File: src/rtl/ysyx_22050368_pc_gen_pkg.sv
// Shared constants for the PC generator: bus widths, hold codes,
// reset vector and FSM encodings.
package ysyx_22050368_pc_gen_pkg;

  localparam int INST_ADDR_W = 64;
  localparam int HOLD_FLAG_W = 3;

  localparam logic [2:0] HOLD_NONE = 3'd0;
  localparam logic [2:0] HOLD_PC   = 3'd1;
  localparam logic [2:0] HOLD_IF   = 3'd2;
  localparam logic [2:0] HOLD_ID   = 3'd3;

  localparam logic [63:0] RESET_PC_DEF =
    64'h0000_0000_8000_0000;

  typedef enum logic [2:0] {
    ST_HALT  = 3'd0,
    ST_BOOT  = 3'd1,
    ST_RUN   = 3'd2,
    ST_STALL = 3'd3,
    ST_TRAP  = 3'd4
  } pc_state_e;

  // A fetch target must be word aligned.
  function automatic logic misaligned(
    input logic [1:0] lo
  );
    return lo != 2'b00;
  endfunction

endpackage

File: src/rtl/ysyx_22050368_pc_gen.sv
// Program counter owner: issues fetch addresses to the IFU and
// handles redirects, holds, debug reset and a fetch counter.
module ysyx_22050368_pc_gen
  import ysyx_22050368_pc_gen_pkg::*;
#(
  parameter int ADDR_W = INST_ADDR_W,
  parameter logic [ADDR_W-1:0] RESET_PC =
    ADDR_W'(RESET_PC_DEF),
  parameter int HOLD_W = HOLD_FLAG_W,
  parameter int CNT_W  = 32
) (
  input  logic              clk,
  input  logic              rst,
  input  logic              jump_flag_i,
  input  logic [ADDR_W-1:0] jump_addr_i,
  input  logic [HOLD_W-1:0] hold_flag_i,
  input  logic              jtag_reset_flag_i,
  input  logic              pc_ready_i,
  output logic [ADDR_W-1:0] pc_o,
  output logic              pc_valid_o,
  output logic              misalign_o,
  output logic [CNT_W-1:0]  fetch_cnt_o
);

  pc_state_e         state_q, state_n;
  logic [ADDR_W-1:0] pc_q, pc_n;
  logic              valid_q, valid_n;
  logic              mis_q, mis_n;
  logic [CNT_W-1:0]  cnt_q, cnt_n;
  logic              fire;
  logic              hold;

  assign fire = valid_q & pc_ready_i;
  assign hold = hold_flag_i >= HOLD_W'(HOLD_PC);

  // Next state with priority jtag > jump > hold > fire.
  always_comb begin
    state_n = state_q;
    pc_n    = pc_q;
    mis_n   = mis_q;
    cnt_n   = cnt_q;
    if (jtag_reset_flag_i) begin
      state_n = ST_HALT;
      pc_n    = RESET_PC;
      mis_n   = 1'b0;
    end else if (state_q == ST_HALT) begin
      state_n = ST_BOOT;
    end else if (jump_flag_i) begin
      pc_n  = jump_addr_i;
      cnt_n = cnt_q + CNT_W'(fire);
      if (misaligned(jump_addr_i[1:0])) begin
        state_n = ST_TRAP;
        mis_n   = 1'b1;
      end else begin
        mis_n   = 1'b0;
        state_n = hold ? ST_STALL : ST_RUN;
      end
    end else begin
      unique case (state_q)
        ST_BOOT: state_n = ST_RUN;
        ST_RUN: begin
          if (fire) begin
            pc_n  = pc_q + ADDR_W'(4);
            cnt_n = cnt_q + CNT_W'(1);
          end
          if (hold) state_n = ST_STALL;
        end
        ST_STALL: begin
          if (!hold) state_n = ST_RUN;
        end
        ST_TRAP: state_n = ST_TRAP;
        default: state_n = ST_BOOT;
      endcase
    end
    valid_n = state_n == ST_RUN;
  end

  // Architectural registers; all outputs come straight from here.
  always_ff @(posedge clk or negedge rst) begin
    if (!rst) begin
      state_q <= ST_BOOT;
      pc_q    <= RESET_PC;
      valid_q <= 1'b0;
      mis_q   <= 1'b0;
      cnt_q   <= '0;
    end else begin
      state_q <= state_n;
      pc_q    <= pc_n;
      valid_q <= valid_n;
      mis_q   <= mis_n;
      cnt_q   <= cnt_n;
    end
  end

  assign pc_o        = pc_q;
  assign pc_valid_o  = valid_q;
  assign misalign_o  = mis_q;
  assign fetch_cnt_o = cnt_q;

endmodule

File: config.mk
export PLATFORM = sky130hd
export DESIGN_NAME = ysyx_22050368_pc_gen
export DESIGN_NICKNAME = d
export VERILOG_FILES = /design/src/rtl/ysyx_22050368_pc_gen_pkg.sv /design/src/rtl/ysyx_22050368_pc_gen.sv
export SDC_FILE = /design/constraint.sdc
export NUM_CORES = 1
export LEC_CHECK = 0
export BUFFER_PORTS_ARGS = -buffer_cell sky130_fd_sc_hd__buf_2
export CORE_MARGIN = 1
export CORE_UTILIZATION = 58
export CTS_BUF_LIST = sky130_fd_sc_hd__clkbuf_2
export CTS_CLUSTER_DIAMETER = 100
export DETAILED_ROUTE_END_ITERATION = 16
export PLACE_DENSITY = 0.87
export REMOVE_ABC_BUFFERS = 1
export SYNTH_ARGS = -nofsm -noshare
export SYNTH_HDL_FRONTEND = slang
export SYNTH_SLANG_ARGS = --single-unit
File: constraint.sdc
create_clock -name clk -period 7.3 [get_ports clk]
set_input_delay 0.365 -clock clk [delete_from_list [all_inputs] [get_ports clk]]
set_output_delay 0.365 -clock clk [all_outputs]
set_load 0.02 [all_outputs]
Word-level counts from Yosys, hierarchy flattened

Cells that the tools add are included.

Bits in registers: 101
Bits of input ports: 72

Add/sub/neg operators: 3
Order comparisons: 1
Equal/unequal tests: 6
Multiplexer cells: 20
Bitwise operators: 3
Reductions and logical operators: 10

Operators with widths:

| cell                                                 | count |
|---|---|
| two-way mux 64 bit                                   | 5 |
| two-way mux 32 bit                                   | 3 |
| adder 64 x 3 -> 64 bit (second input constant)       | 1 |
| adder 32 x 1 -> 32 bit                               | 1 |
| adder 32 x 1 -> 32 bit (second input constant)       | 1 |
| two-way mux 3 bit                                    | 6 |
| one-hot mux 3 bit (4 select lines)                   | 1 |
| == test 3 x 2 -> 1 bit (second input constant)       | 3 |
| nonzero test 2 bit                                   | 4 |
| nonzero test 3 bit                                   | 2 |
| two-way mux 1 bit                                    | 5 |
| AND reduction 4 bit                                  | 1 |
| == test 3 x 1 -> 1 bit (second input constant)       | 1 |
| == test 3 bit (second input constant)                | 1 |
| >= comparator 3 x 1 -> 1 bit (second input constant) | 1 |
| logical NOT 3 bit                                    | 1 |
| AND reduction 3 bit                                  | 1 |
| != test 2 bit (second input constant)                | 1 |
| NOT 1 bit                                            | 2 |
| AND reduction 2 bit                                  | 1 |
| bitwise AND 1 bit                                    | 1 |

Depth between registers and ports, before layout

Word-level depth: 7
Depth in mapped cells: 10
Gate-level depth less buffers: 8

Worst setup path after synthesis

Ideal clock, no wire load.

Kind: register to register
Start point: reg pc_q[10], in the netlist pc_o[10]
End point: reg pc_q[54], in the netlist pc_o[54]
Data arrival time: 2352 ps
Setup slack: 4822 ps
Cell stages (with the launch flop): 9
Buffers on the path: 2
Clock period less this slack: 2478 ps
Cell sequence: dfrtp_1 -> buf_2 -> nand4_2 -> or4_4 -> buf_6 -> nor4_4 -> nand3_2 -> a21o_1 -> a221o_1

Longest elaborated chain between the ends: 6

RTL lines:

| what                     | line                       | source |
|---|---|---|
| start: declaration       | ysyx_22050368_pc_gen.sv:26 | `logic [ADDR_W-1:0] pc_q, pc_n;` |
| start signal: assignment | ysyx_22050368_pc_gen.sv:88 | `pc_q <= pc_n;` |
| adder 64 x 3 -> 64 bit   | ysyx_22050368_pc_gen.sv:63 | `pc_n = pc_q + ADDR_W'(4);` |
| two-way mux 64 bit       | ysyx_22050368_pc_gen.sv:62 | `if (fire) begin` |
| two-way mux 64 bit       | ysyx_22050368_pc_gen.sv:59 | `unique case (state_q)` |
| two-way mux 64 bit       | ysyx_22050368_pc_gen.sv:48 | `end else if (jump_flag_i) begin` |
| two-way mux 64 bit       | ysyx_22050368_pc_gen.sv:46 | `end else if (state_q == ST_HALT) begin` |
| two-way mux 64 bit       | ysyx_22050368_pc_gen.sv:42 | `if (jtag_reset_flag_i) begin` |

Every way passes these cells. The select of a mux whose other input is x is not followed.
A chain may end at the register's enable or synchronous reset.

Worst setup path in the final report

Start point: reg pc_q[10], in the netlist pc_o[10]
End point: reg pc_q[52], in the netlist pc_o[52]

The elaborated chain is that of the path after synthesis.

==> reports/qor.yml <==
run_status:
  status: "completed"
power:
  power.total_w: 0.00124
  vdd_drop_max_uv: 115
  power.leakage_nw: 3.42
  p_per_area_nw_per_um2: 170
clock_tree:
  clock_path_buffers: 2
  h-tree-depth: 3
  clkSinkCount: 101
  clockRootBuffer: "clkbuf_2"
  numCtsBuffers: 9
  cts_tree: "done"
  path_clk_slew_ps: 310
  clkLatencyLatePin_ps: 600
  post_cts_resized: 0
worst_setup_path:
  worst-path-buf-inv: 0
  crit_path_end_kind: "flop"
  required_ps: 7820
  crit_type: "reg -> reg"
  cp_top_family: "simple AND/OR/NAND/NOR gates"
  worst-path-max-fanout: 10
  critPathArrivalTime_ps: 3430
  cp_cell_sequence: "nand4_2, nor4_1, nand3_1, nor4_1, xnor2_1, o21ai_0"
  slowest_stage: "nor4_1"
  startpoint_type: "flop"
  slowest_delay_ps: 880
  crit_path_frequent_cell: "nor4_1"
synth:
  synth-simple-area-share_pct: 27.7
  muxShareOfSynthArea_pct: 1.02
  ys_seq_area_share_pct: 43.1
  syn_inst: 684
  syn_avg_cell_area_um2: 8.59
  synth_compound_gate_area_share_pct: 18.1
  synthFlopType: "dfrtp_1"
  yosys_warnings: 0
  synth_seq_cells: 101
  synth_edf_count: 0
  synth_top_family_by_area: "simple AND/OR/NAND/NOR gates"
  synthAdderAreaFrac_pct: 0.639
  async_reset_ff_share_pct: 100
  synth_xor_area_share_pct: 6.26
  syn_area_um2: 5870
  synth.distinct_cells: 59
sta:
  finalHoldViolCount: 0
  slew_viol_final: 0
  setup_viol: 0
  fin_skew_ps: 41.5
  tightest_slew_ps: 1120
  fin_tns_setup_ps: 0
  fin_crit_sh_pct: 39.9
  hold_slack_ps: 20.4
  fmax_mhz: 344
  post-route-min-period_ps: 2910
  grt_setup_unrepaired: "false"
  slew_headroom_pct: 25.3
die:
  io_pins: 170
  die_w_um: 103
  die_y_um: 103
  core_area_um2: 9770
  num_rows: 36
  die-area_um2: 10500
  initial_utilization_pct: 60.1
routing:
  avgRoutedWirePerCell_um: 17.9
  vias: 6439
  drt_iter0_markers: 499
  routed_wl_mm: 18.0
  drt-pass1-iter-count: 5
  vias_per_cell: 6.40
  ant_nets: 0
  drc: 0
run:
  drv_cap: 0
final_layout:
  stdcell_area_um2: 7290
  finalNetCount: 943
  syn_to_final_growth_pct: 24.1
  layout-drive-gt1-share_pct: 24.6
  final_cells: 1006
  diodes: 0
global_route:
  grt_pass1_wl_mm: 28.1
  grt_overflow: 0
  grt_max_degree: 55
  track_usage_pct: 34.6
  antenna_found_initial: 0
  grt_pass1_vias: 5764
place:
  dp_hpwl_mm: 12.3
  port_buffers: 169
  placed_cells: 957
  gp_congestion: 0.927
  placedInstanceArea_um2: 6810
hold_path:
  hold_class: "in -> reg"
cell type report:
type / count / area (um2)
clock inverter: 7 / 108
clock buffer: 9 / 45.0
fill: 736 / 2480
timing repair buffer: 208 / 1220
inverter: 12 / 45.0
sequential: 101 / 2530
tap: 133 / 166
multi-input combinational: 536 / 3170
per-stage QoR:
stage | worst slack [ps] | util [%]
after floorplan | 4560 | -
after global placement | 4090 | 69.6
after detailed placement | 3900 | 69.6
after CTS | 4500 | 73.5
after global routing | 4250 | 74.6
final | 4390 | 74.6
cells in the mapped netlist, drive strengths merged (12+ instances only):
library cell | count | area share [%]
dfrtp | 99 | 42
nand2 | 88 | 5.6
o21ai | 69 | 5.9
nor2 | 49 | 3.2
nand3 | 40 | 3.6
nand4 | 36 | 4.0
a21oi | 28 | 2.4
clkbuf | 27 | 1.7
nor3 | 27 | 2.5
nor4 | 23 | 2.7
xor2 | 23 | 3.4
a22oi | 19 | 2.4
xnor2 | 19 | 2.8
and3 | 17 | 1.8
a31oi | 14 | 1.5
inv | 12 | 0.77
power breakdown:
group	switching, W	internal [W]
sequential	0.0000577	0.000599
clock	0.000208	0.000120
combinational	0.000156	0.0000969
cell families after synthesis:
logic type               after synthesis
buffers and inverters                 47
AND/OR/NAND/NOR                      313
flip-flops                           101
XOR/XNOR                              42
multiplexers                           6
adder cells (fa/ha/maj)                3
AO/OA/AOI/OAI                        172
timing repair:
action / in CTS / in global routing
buffers inserted: 0 / 0
endpoints found under the setup margin: 0 / 0
hold buffers: 22 / 11
hold endpoints to repair: 69 / 11
routing by layer:
layer	GRT usage [%]	vias to the layer above	wire length, um
met5	0	-	0
met4	17.1	0	646
met3	6.71	74	1740
met2	53.5	404	8500
met1	46.5	3046	7080
li1	-	2915	-
layout by cell type, fill, tap and decap left out, types with 17 or more instances in the layout:
master,netlist,routed
buf_2,4,168
dfrtp_1,99,99
nand2_1,88,88
o21ai_0,66,66
nor2_1,48,48
nand3_1,38,37
nand4_1,34,34
dlygate4sd3_1,0,33
a21oi_1,28,28
nor3_1,26,25
xor2_1,23,23
nor4_1,22,21
a22oi_1,19,19
xnor2_1,19,19
and3_1,17,17
worst paths after layout:
| kind | start | endpoint | slack (ps) | depth (start not counted) |
|---|---|---|---|---|
| worst max-delay path | pc_o[10]$_DFFE_PN0P_ | pc_o[52]$_DFFE_PN0P_ | 4390 | 6 |
| worst min-delay path | jump_addr_i[11] | pc_o[11]$_DFFE_PN0P_ | 20 | 3 |
| worst max register to register | pc_o[10]$_DFFE_PN0P_ | pc_o[52]$_DFFE_PN0P_ | 4390 | 6 |
| worst min register to register | fetch_cnt_o[31]$_DFFE_PN0P_ | fetch_cnt_o[31]$_DFFE_PN0P_ | 490 | 1 |
| max in group asynchronous | rst | pc_o[25]$_DFFE_PN0P_ | 5880 | 3 |
| min in group asynchronous | rst | fetch_cnt_o[28]$_DFFE_PN0P_ | 270 | 2 |
registers in the layout, summed over array words and instances (netlist names):
| signal | cells |
|---|---|
| fetch_cnt_o | 32 |
| misalign_o | 1 |
| pc_o | 64 |
| pc_valid_o | 1 |
| state_q | 3 |
worst min-delay path, stage by stage:
cell and delay [ps]:
buf_2 80, a21oi_1 50, o21ai_0 130
No activity file was read; power rests on OpenSTA's default activity.
